**src/rtl/time_counter_bcd.sv**
```systemverilog
// time_counter_bcd: BCD hh:mm:ss time-of-day counter advanced by a 1 Hz tick strobe.
// Optional macro CLOCK_ALARM_EN adds an hh:mm alarm (alarm_set/alarm_hh/alarm_mm in, alarm out).
// Ports: clk, reset (async active-low), tick, pause, load, load_hh/mm/ss (packed BCD in),
//        hh/mm/ss (packed BCD out), min_pulse/hour_pulse/day_pulse (wrap strobes),
//        load_err (rejected load or alarm_set strobe).
module time_counter_bcd #(
    parameter int HOUR_MODULO = 24,
    parameter int RESET_HH    = 0
) (
    input  logic       clk,
    input  logic       reset,
    input  logic       tick,
    input  logic       pause,
    input  logic       load,
    input  logic [7:0] load_hh,
    input  logic [7:0] load_mm,
    input  logic [7:0] load_ss,
    output logic [7:0] hh,
    output logic [7:0] mm,
    output logic [7:0] ss,
    output logic       min_pulse,
    output logic       hour_pulse,
    output logic       day_pulse,
    output logic       load_err
`ifdef CLOCK_ALARM_EN
    ,
    input  logic       alarm_set,
    input  logic [7:0] alarm_hh,
    input  logic [7:0] alarm_mm,
    output logic       alarm
`endif
);
    localparam logic [7:0] HMAX = (HOUR_MODULO == 12) ? 8'h11 : 8'h23;
    localparam logic [7:0] HRST = 8'((RESET_HH / 10) * 16 + RESET_HH % 10);
    // Both nibbles must be decimal digits; once they are, BCD compares like binary.
    function automatic logic bcd_ok(input logic [7:0] v, input logic [7:0] max);
        return v[3:0] <= 4'd9 && v[7:4] <= 4'd9 && v <= max;
    endfunction
    function automatic logic [7:0] bcd_inc(input logic [7:0] v);
        return (v[3:0] == 4'd9) ? {v[7:4] + 4'd1, 4'd0} : v + 8'd1;
    endfunction
    logic       w_adv, w_s_wrap, w_m_wrap, w_h_wrap, w_load_ok, w_aset_err;
    logic [7:0] w_hh_n, w_mm_n, w_ss_n;
    assign w_adv     = tick && !pause && !load;
    assign w_s_wrap  = ss == 8'h59;
    assign w_m_wrap  = w_s_wrap && mm == 8'h59;
    assign w_h_wrap  = w_m_wrap && hh == HMAX;
    assign w_ss_n    = w_s_wrap ? 8'h00 : bcd_inc(ss);
    assign w_mm_n    = w_s_wrap ? (mm == 8'h59 ? 8'h00 : bcd_inc(mm)) : mm;
    assign w_hh_n    = w_m_wrap ? (w_h_wrap ? 8'h00 : bcd_inc(hh)) : hh;
    assign w_load_ok = bcd_ok(load_hh, HMAX) && bcd_ok(load_mm, 8'h59) && bcd_ok(load_ss, 8'h59);
    always_ff @(posedge clk or negedge reset) begin
        if (!reset) begin
            hh         <= HRST;
            mm         <= 8'h00;
            ss         <= 8'h00;
            min_pulse  <= 1'b0;
            hour_pulse <= 1'b0;
            day_pulse  <= 1'b0;
            load_err   <= 1'b0;
        end else begin
            min_pulse  <= w_adv && w_s_wrap;
            hour_pulse <= w_adv && w_m_wrap;
            day_pulse  <= w_adv && w_h_wrap;
            load_err   <= (load && !w_load_ok) || w_aset_err;
            if (load) begin
                if (w_load_ok) {hh, mm, ss} <= {load_hh, load_mm, load_ss};
            end else if (w_adv) begin
                {hh, mm, ss} <= {w_hh_n, w_mm_n, w_ss_n};
            end
        end
    end
`ifdef CLOCK_ALARM_EN
    logic       r_armed;
    logic [7:0] r_ahh, r_amm;
    logic       w_aset_ok;
    assign w_aset_ok  = bcd_ok(alarm_hh, HMAX) && bcd_ok(alarm_mm, 8'h59);
    assign w_aset_err = alarm_set && !w_aset_ok;
    // Only a counted advance into second 00 can fire; loads never do.
    always_ff @(posedge clk or negedge reset) begin
        if (!reset) begin
            r_armed <= 1'b0;
            r_ahh   <= 8'h00;
            r_amm   <= 8'h00;
            alarm   <= 1'b0;
        end else begin
            alarm <= r_armed && w_adv && w_s_wrap && w_hh_n == r_ahh && w_mm_n == r_amm;
            if (alarm_set && w_aset_ok) begin
                r_armed <= 1'b1;
                r_ahh   <= alarm_hh;
                r_amm   <= alarm_mm;
            end
        end
    end
`else
    assign w_aset_err = 1'b0;
`endif
endmodule
```
**config.mk**
```make
export PLATFORM = sky130hd
export DESIGN_NAME = time_counter_bcd
export DESIGN_NICKNAME = d
export VERILOG_FILES = /design/src/rtl/time_counter_bcd.sv
export SDC_FILE = /design/constraint.sdc
export NUM_CORES = 1
export LEC_CHECK = 0
export CORE_MARGIN = 3
export CORE_UTILIZATION = 45
export CTS_BUF_LIST = sky130_fd_sc_hd__clkbuf_4 sky130_fd_sc_hd__clkbuf_8
export DETAILED_ROUTE_END_ITERATION = 8
export HOLD_SLACK_MARGIN = 0.06
export PLACE_DENSITY = 0.79
export SLEW_MARGIN = 20
export SYNTH_ARGS = -nofsm -noshare
export SYNTH_HDL_FRONTEND = slang
export SYNTH_SLANG_ARGS = --single-unit
```
**constraint.sdc**
```tcl
create_clock -name clk -period 2.2 [get_ports clk]
set_input_delay 0.44 -clock clk [delete_from_list [all_inputs] [get_ports clk]]
set_output_delay 0.44 -clock clk [all_outputs]
set_load 0.05 [all_outputs]
```
### Yosys cells after proc, flatten, opt, wreduce, memory -nomap -nowiden

Index checks and enable logic that the tools add are counted.

| word-level totals | value |
|---|---|
| register bits | 28 |
| input port bits | 29 |
| output and inout port bits | 28 |
| logic and storage cells | 71 |

| operators by class | value |
|---|---|
| $add $sub $neg | 6 |
| magnitude comparators | 9 |
| equal/unequal tests | 7 |
| multiplexer cells | 17 |
| reduce and logical (&&, ||, !) cells | 25 |

Operators by type and width:

| cell | number |
|---|---|
| $mux 8 | 17 |
| $add 8x1->8 const B | 3 |
| $le 4x4->1 const B | 6 |
| $eq 8x7->1 const B | 2 |
| $le 8x7->1 const B | 2 |
| $logic_and 1x1->1 | 16 |
| $add 4x1->4 const B | 3 |
| $eq 4x4->1 const B | 3 |
| $eq 8x6->1 const B | 1 |
| $le 8x6->1 const B | 1 |
| $reduce_and 3->1 | 2 |
| $reduce_bool 2->1 | 3 |
| $logic_not 1->1 | 3 |
| $ne 2x1->1 const B | 1 |
| $reduce_and 2->1 | 1 |

### Longest topological paths before layout

| depth | value |
|---|---|
| depth in word-level cells | 7 |
| mapped depth | 10 |
| gate-level depth less buffers | 9 |

### Worst setup path before layout

Ideal clock, no wire load.

| timing path | value |
|---|---|
| path kind | reg2reg |
| start | register mm[1] |
| end | register hh[3] |
| library setup time | 0.127 ns |
| arrival | 2.289 ns |
| required time | 2.073 ns |
| setup slack | -0.216 ns |
| stages on the path, launching flop included | 11 |
| buffers on the path | 2 |
| clock period less this slack | 2.416 ns |
| path through | dfrtp_1 -> inv_1 -> ha_1 -> and3b_1 -> clkbuf_1 -> and3_1 -> clkbuf_1 -> nand2_2 -> inv_2 -> or2_4 -> mux2_1 |

| on the way | value |
|---|---|
| longest elaborated chain between the ends | 7 |
| elaborated cells between the ends (all ways) | 9 |
| those cells by class | eq/ne: 1; mux: 4; reduce/logical: 4 |

RTL lines:

| item | RTL line | RTL |
|---|---|---|
| start, declared | 19 | `output logic [7:0] mm,` |
| start signal, assigned | 67 | `if (w_load_ok) {hh, mm, ss} <= {load_hh, load_mm, load_ss};` |
| start signal, assigned | 69 | `{hh, mm, ss} <= {w_hh_n, w_mm_n, w_ss_n};` |
| $eq 8x7->1 * | 46 | `assign w_m_wrap = w_s_wrap && mm == 8'h59;` |
| $logic_and 1x1->1 * | 46 |  |
| $logic_and 1x1->1 | 47 | `assign w_h_wrap = w_m_wrap && hh == HMAX;` |
| $mux 8 (2 in a row) | 50 | `assign w_hh_n = w_m_wrap ? (w_h_wrap ? 8'h00 : bcd_inc(hh)) : hh;` |
| $mux 8 | 68 | `end else if (w_adv) begin` |
| $mux 8 | 66 | `if (load) begin` |
| end signal, assigned | 67 |  |
| end signal, assigned | 69 |  |
| end, declared | 18 | `output logic [7:0] hh,` |

Every way passes the cells marked *; elsewhere a longest branch is shown, timed or not. The select of a mux whose other input is x is not followed.
A chain may end at the register's enable or synchronous reset.

### Worst setup path after layout

| timing path | value |
|---|---|
| start | input port pause |
| end | register hh[3] |

| on the way | value |
|---|---|
| longest elaborated chain between the ends | 5 |

RTL lines:

| item | RTL line | RTL |
|---|---|---|
| start, declared | 13 | `input logic pause,` |
| $logic_not 1->1 | 44 | `assign w_adv = tick && !pause && !load;` |
| $logic_and 1x1->1 (2 in a row) | 44 |  |
| $reduce_bool 2->1 (no line) | - |  |
| $reduce_and 3->1 (no line) | - |  |

No other way between the ends.

==> results <==
- The number of global-route vias before repair came to 2026.
- TritonCTS built the clock tree.
- The pre-CTS worst setup slack is -0.339 ns.
- Clock-pin slew was measured on the worst setup and hold paths at 0.10 ns.
- Dividing the detail-routed via count by the number of cells gives 5.87.
- The remaining max-slew budget at the tightest pin is 65.5%.
- Of the total synthesized cell area, the portion taken by XOR and XNOR cells is 0.429%.
- The max-slew violation total from the final report is 0.
- The total of flip-flops plus latches after synthesis is 28.
- The count of cells along the worst register-to-register path is 9.
- Across the VDD grid, the largest voltage drop is 632 uV.
- Setup repair after global routing left no endpoint under its margin.
- The actual slew at the worst max-slew pin is 0.516 ns.
- The number of nets in the layout is 359.
- The fraction of the mapped netlist area in compound gates is 24.3%.
- The number of antenna violations at the first check in global routing is 0.
- The final critical path takes up 98.8% of the cycle.
- The total number of clock tree sinks is 28.
- The die is 73.4 um tall.
- After technology mapping, the gate count stands at 232.
- Yosys printed 0 warnings.
- The die is 73.4 um wide.
- The setup check on the worst reg-to-reg path leaves a slack of 0.15 ns.
- The wire length reported by the detailed router is 5820 um.
- The average wire length per cell after detail routing is 15.9 um.
- The type of the most critical hold path is in2async.
- In this run the static leakage power is 1.31 nW.
- Summing the areas of all and, or, nand and nor instances in the mapped netlist gives 24.0% of the synthesized area.
- The total area inside the core boundary comes to 4170 um2.
- The starting density of the core is 48.9%.
- Counting I/O delays and the setup requirement, the final critical path takes 2.17 ns.
- The cell taking the most area after synthesis is sky130_fd_sc_hd__dfrtp_1.
- The number of flops mapped to enable cells by yosys is 0.
- The flow ran to the end, and the final reports show no timing, DRC or antenna violations.
- The share of synthesized registers carrying an async set or reset is 100%.
- After synthesis, the largest area contributor takes up 34.3% of total cell area.
- The reg-to-reg endpoint is hh[3]$_DFFE_PN0P_.
- After detailed routing, the number of remaining DRC violations is 0.
- After layout, the worst setup slack is 0.0269 ns.
- The total overflow left after global routing is 0.
- The count of nets left with antenna violations once routing finished came out at 0.
- CTS placed an instance of sky130_fd_sc_hd__clkbuf_8 at the clock tree root.
- The total number of vias is 2155.
- The pin count of the biggest net entering global routing is 29.
- After synthesis, the mean cell area works out to 8.80 um2.
- The congestion estimate from routability-driven global placement came to 0.901.
- In this run the tool buffered the top-level ports with 56 buffer cells.
- 57 I/O pins were placed.
- Sequential elements use 34.3% of the synthesized area.
- The mux cell area share after synthesis is 4.11%.
- Counting along the longest clock path gives a buffer depth of 2.
- The leading register cell type out of synthesis is sky130_fd_sc_hd__dfrtp_1.
- Power spread over the standard cell area amounts to 566 nW/um2.
- The max-capacitance violation count is 0.
- Of the cells placed in the final design, the portion with a size suffix greater than 1 is 20.2%.
- The later pin in the worst-skew pair is clocked with a latency of 0.28 ns.
- The maximum level of the CTS H-tree is 1.
- For the worst setup path, the data arrival time is 2.34 ns.
- The required time at the endpoint of the critical path is 2.36 ns.
- The global-route usage over all layers is 21.9%.
- Ranked by total cell area, the synthesized netlist is headed by sky130_fd_sc_hd__dfrtp_1 (34%), sky130_fd_sc_hd__ha_1 (7.4%), sky130_fd_sc_hd__nand2_1 (3.9%), sky130_fd_sc_hd__a21oi_1 (2.9%), sky130_fd_sc_hd__mux2i_1 (2.5%).
- Buffers inserted during clock tree synthesis total 3.
- The clock tree skew after final layout is 0.00420 ns.
- The post-synthesis net count is 273.
- The worst setup path is captured at a register.
- The category of the critical setup timing path is in2reg.
- The highest net fanout along the worst path is 4.
- The commonest cells after synthesis are sky130_fd_sc_hd__dfrtp_1 (28), sky130_fd_sc_hd__nand2_1 (21), sky130_fd_sc_hd__a21oi_1 (12), sky130_fd_sc_hd__ha_1 (12), sky130_fd_sc_hd__inv_1 (12).
- Yosys mapped the design onto 60 distinct sky130hd cell types.
- The cell area that synthesis handed to floorplanning was 2040 um2.
- The origin of the critical flop-to-flop path is ss[5]$_DFFE_PN0P_.
- The cell area reported after detailed placement is 2900 um2.
- Based on the critical path, the design can be clocked at up to 460 MHz.
- The total of endpoints with negative setup slack in the final report is 0.
- The final standard cell area without fillers is 3000 um2.
- The detailed router finished its first iteration with 152 violations.
- The most common cell in the synthesized netlist is sky130_fd_sc_hd__dfrtp_1.
- The count of endpoints failing hold in the final timing report came to 0.
- The number of buffers added to fix hold violations after cts is 0.
- The number of iterations in the first detailed-routing pass is 5.
- The initialized floorplan defines 23 standard-cell rows.
- The area growth from synthesis to layout is 46.8%.
- Summed over all nets, the half-perimeter wirelength after detailed placement is 4290 um.
- The die outline area is 5380 um2.
- By area, the combinational part of the netlist is dominated by compound AO/OA/AOI/OAI gates.
- The element type at the critical path start is an input port.
- The repair_antennas step left the layout with diodes totalling 0.
- The first-pass GRT wire length is 9430 um.
- The adder and majority gate portion of the synthesized area is 7.35%.
-- what timing repair did --
item	CTS	global route
setup endpoints to repair	2	2
pin swaps	1	1
setup buffers	0	1
resized for setup	1	4
-- cells by family (layout without fill, tap and decap cells) --
| group | after synthesis | after routing |
|---|---|---|
| simple gates | 89 | 89 |
| compound gates | 68 | 68 |
| flops | 28 | 28 |
| buf+inv | 26 | 111 |
| fa+ha+maj | 12 | 12 |
| mux | 8 | 8 |
| xor+xnor | 1 | 1 |
-- area by class of cell --
type                    count  area, um2
clock buffers               3       41.3
well taps                  50       62.6
clock inverters             1       30.0
multi-input cells         178       1250
flip-flops and latches     28        709
inverters                  14       55.1
repair buffers             93        853
fillers                   318       1170
-- metal layers --
layer / routed length [um] / vias up / GRT usage, %
met5: 0 / - / 0
met4: 65 / 0 / 5.43
met3: 342 / 12 / 2.87
met2: 2790 / 85 / 35.9
met1: 2620 / 1011 / 30.3
li1: - / 1047 / -
-- worst max-delay path by stage --
stage,startpoint,to,cells past startpoint
6_report,pause,hh[3]$_DFFE_PN0P_,8
5_1_grt,pause,hh[3]$_DFFE_PN0P_,8
4_1_cts,tick,hh[3]$_DFFE_PN0P_,8
3_5_place_dp,tick,mm[5]$_DFFE_PN0P_,7
3_3_place_gp,tick,mm[5]$_DFFE_PN0P_,7
2_1_floorplan,mm[2]$_DFFE_PN0P_,hh[3]$_DFFE_PN0P_,8
-- cell usage in the layout (no fill, tap or decap), types with 5 or more instances in the layout --
cell type and n:
sky130_fd_sc_hd__clkdlybuf4s50_1 53, sky130_fd_sc_hd__dfrtp_2 7, sky130_fd_sc_hd__nor3_1 9, sky130_fd_sc_hd__o21ai_0 10
sky130_fd_sc_hd__buf_4 37, sky130_fd_sc_hd__nand2_1 21, sky130_fd_sc_hd__nand3b_1 5, sky130_fd_sc_hd__ha_1 11
sky130_fd_sc_hd__mux2i_1 5, sky130_fd_sc_hd__nor2b_1 6, sky130_fd_sc_hd__dfrtp_1 21, sky130_fd_sc_hd__nor2_1 11
sky130_fd_sc_hd__inv_1 11, sky130_fd_sc_hd__nand3_1 10, sky130_fd_sc_hd__a21oi_1 12
-- critical path, cell delays in order --
cell and delay [ns]:
sky130_fd_sc_hd__clkdlybuf4s50_1 0.43, sky130_fd_sc_hd__or3b_4 0.39, sky130_fd_sc_hd__or3_4 0.42, sky130_fd_sc_hd__inv_4 0.08, sky130_fd_sc_hd__nand2_2 0.05, sky130_fd_sc_hd__inv_2 0.08, sky130_fd_sc_hd__or2_4 0.13, sky130_fd_sc_hd__mux2_1 0.31
-- sequential cells by signal, indices dropped and copies added (netlist names) --
| signal | cells |
|---|---|
| hour_pulse | 1 |
| load_err | 1 |
| hh | 8 |
| mm | 8 |
| ss | 8 |
| day_pulse | 1 |
| min_pulse | 1 |
-- power by group --
part,leakage [nW],switching (mW),internal (mW)
clock network,0.0357,0.169,0.244
registers,0.329,0.0848,0.570
logic,0.948,0.368,0.263
total,1.31,0.622,1.08
-- stage by stage --
stage / hold slack (ns) / std cells / TNS (ns) / power [mW] / util, %
6_report: 0.535 / 367 / 0 / 1.70 / 71.8
5_1_grt: 0.554 / 367 / 0 / 1.79 / 71.8
4_1_cts: 0.547 / 366 / 0 / 1.70 / 71.3
3_5_place_dp: 0.533 / 362 / -3.99 / 1.29 / 69.4
3_3_place_gp: 0.524 / 362 / -3.26 / 1.28 / 69.4
2_1_floorplan: 0.144 / 232 / 0 / 1.04 / -
(Power assumes the default switching activity.)
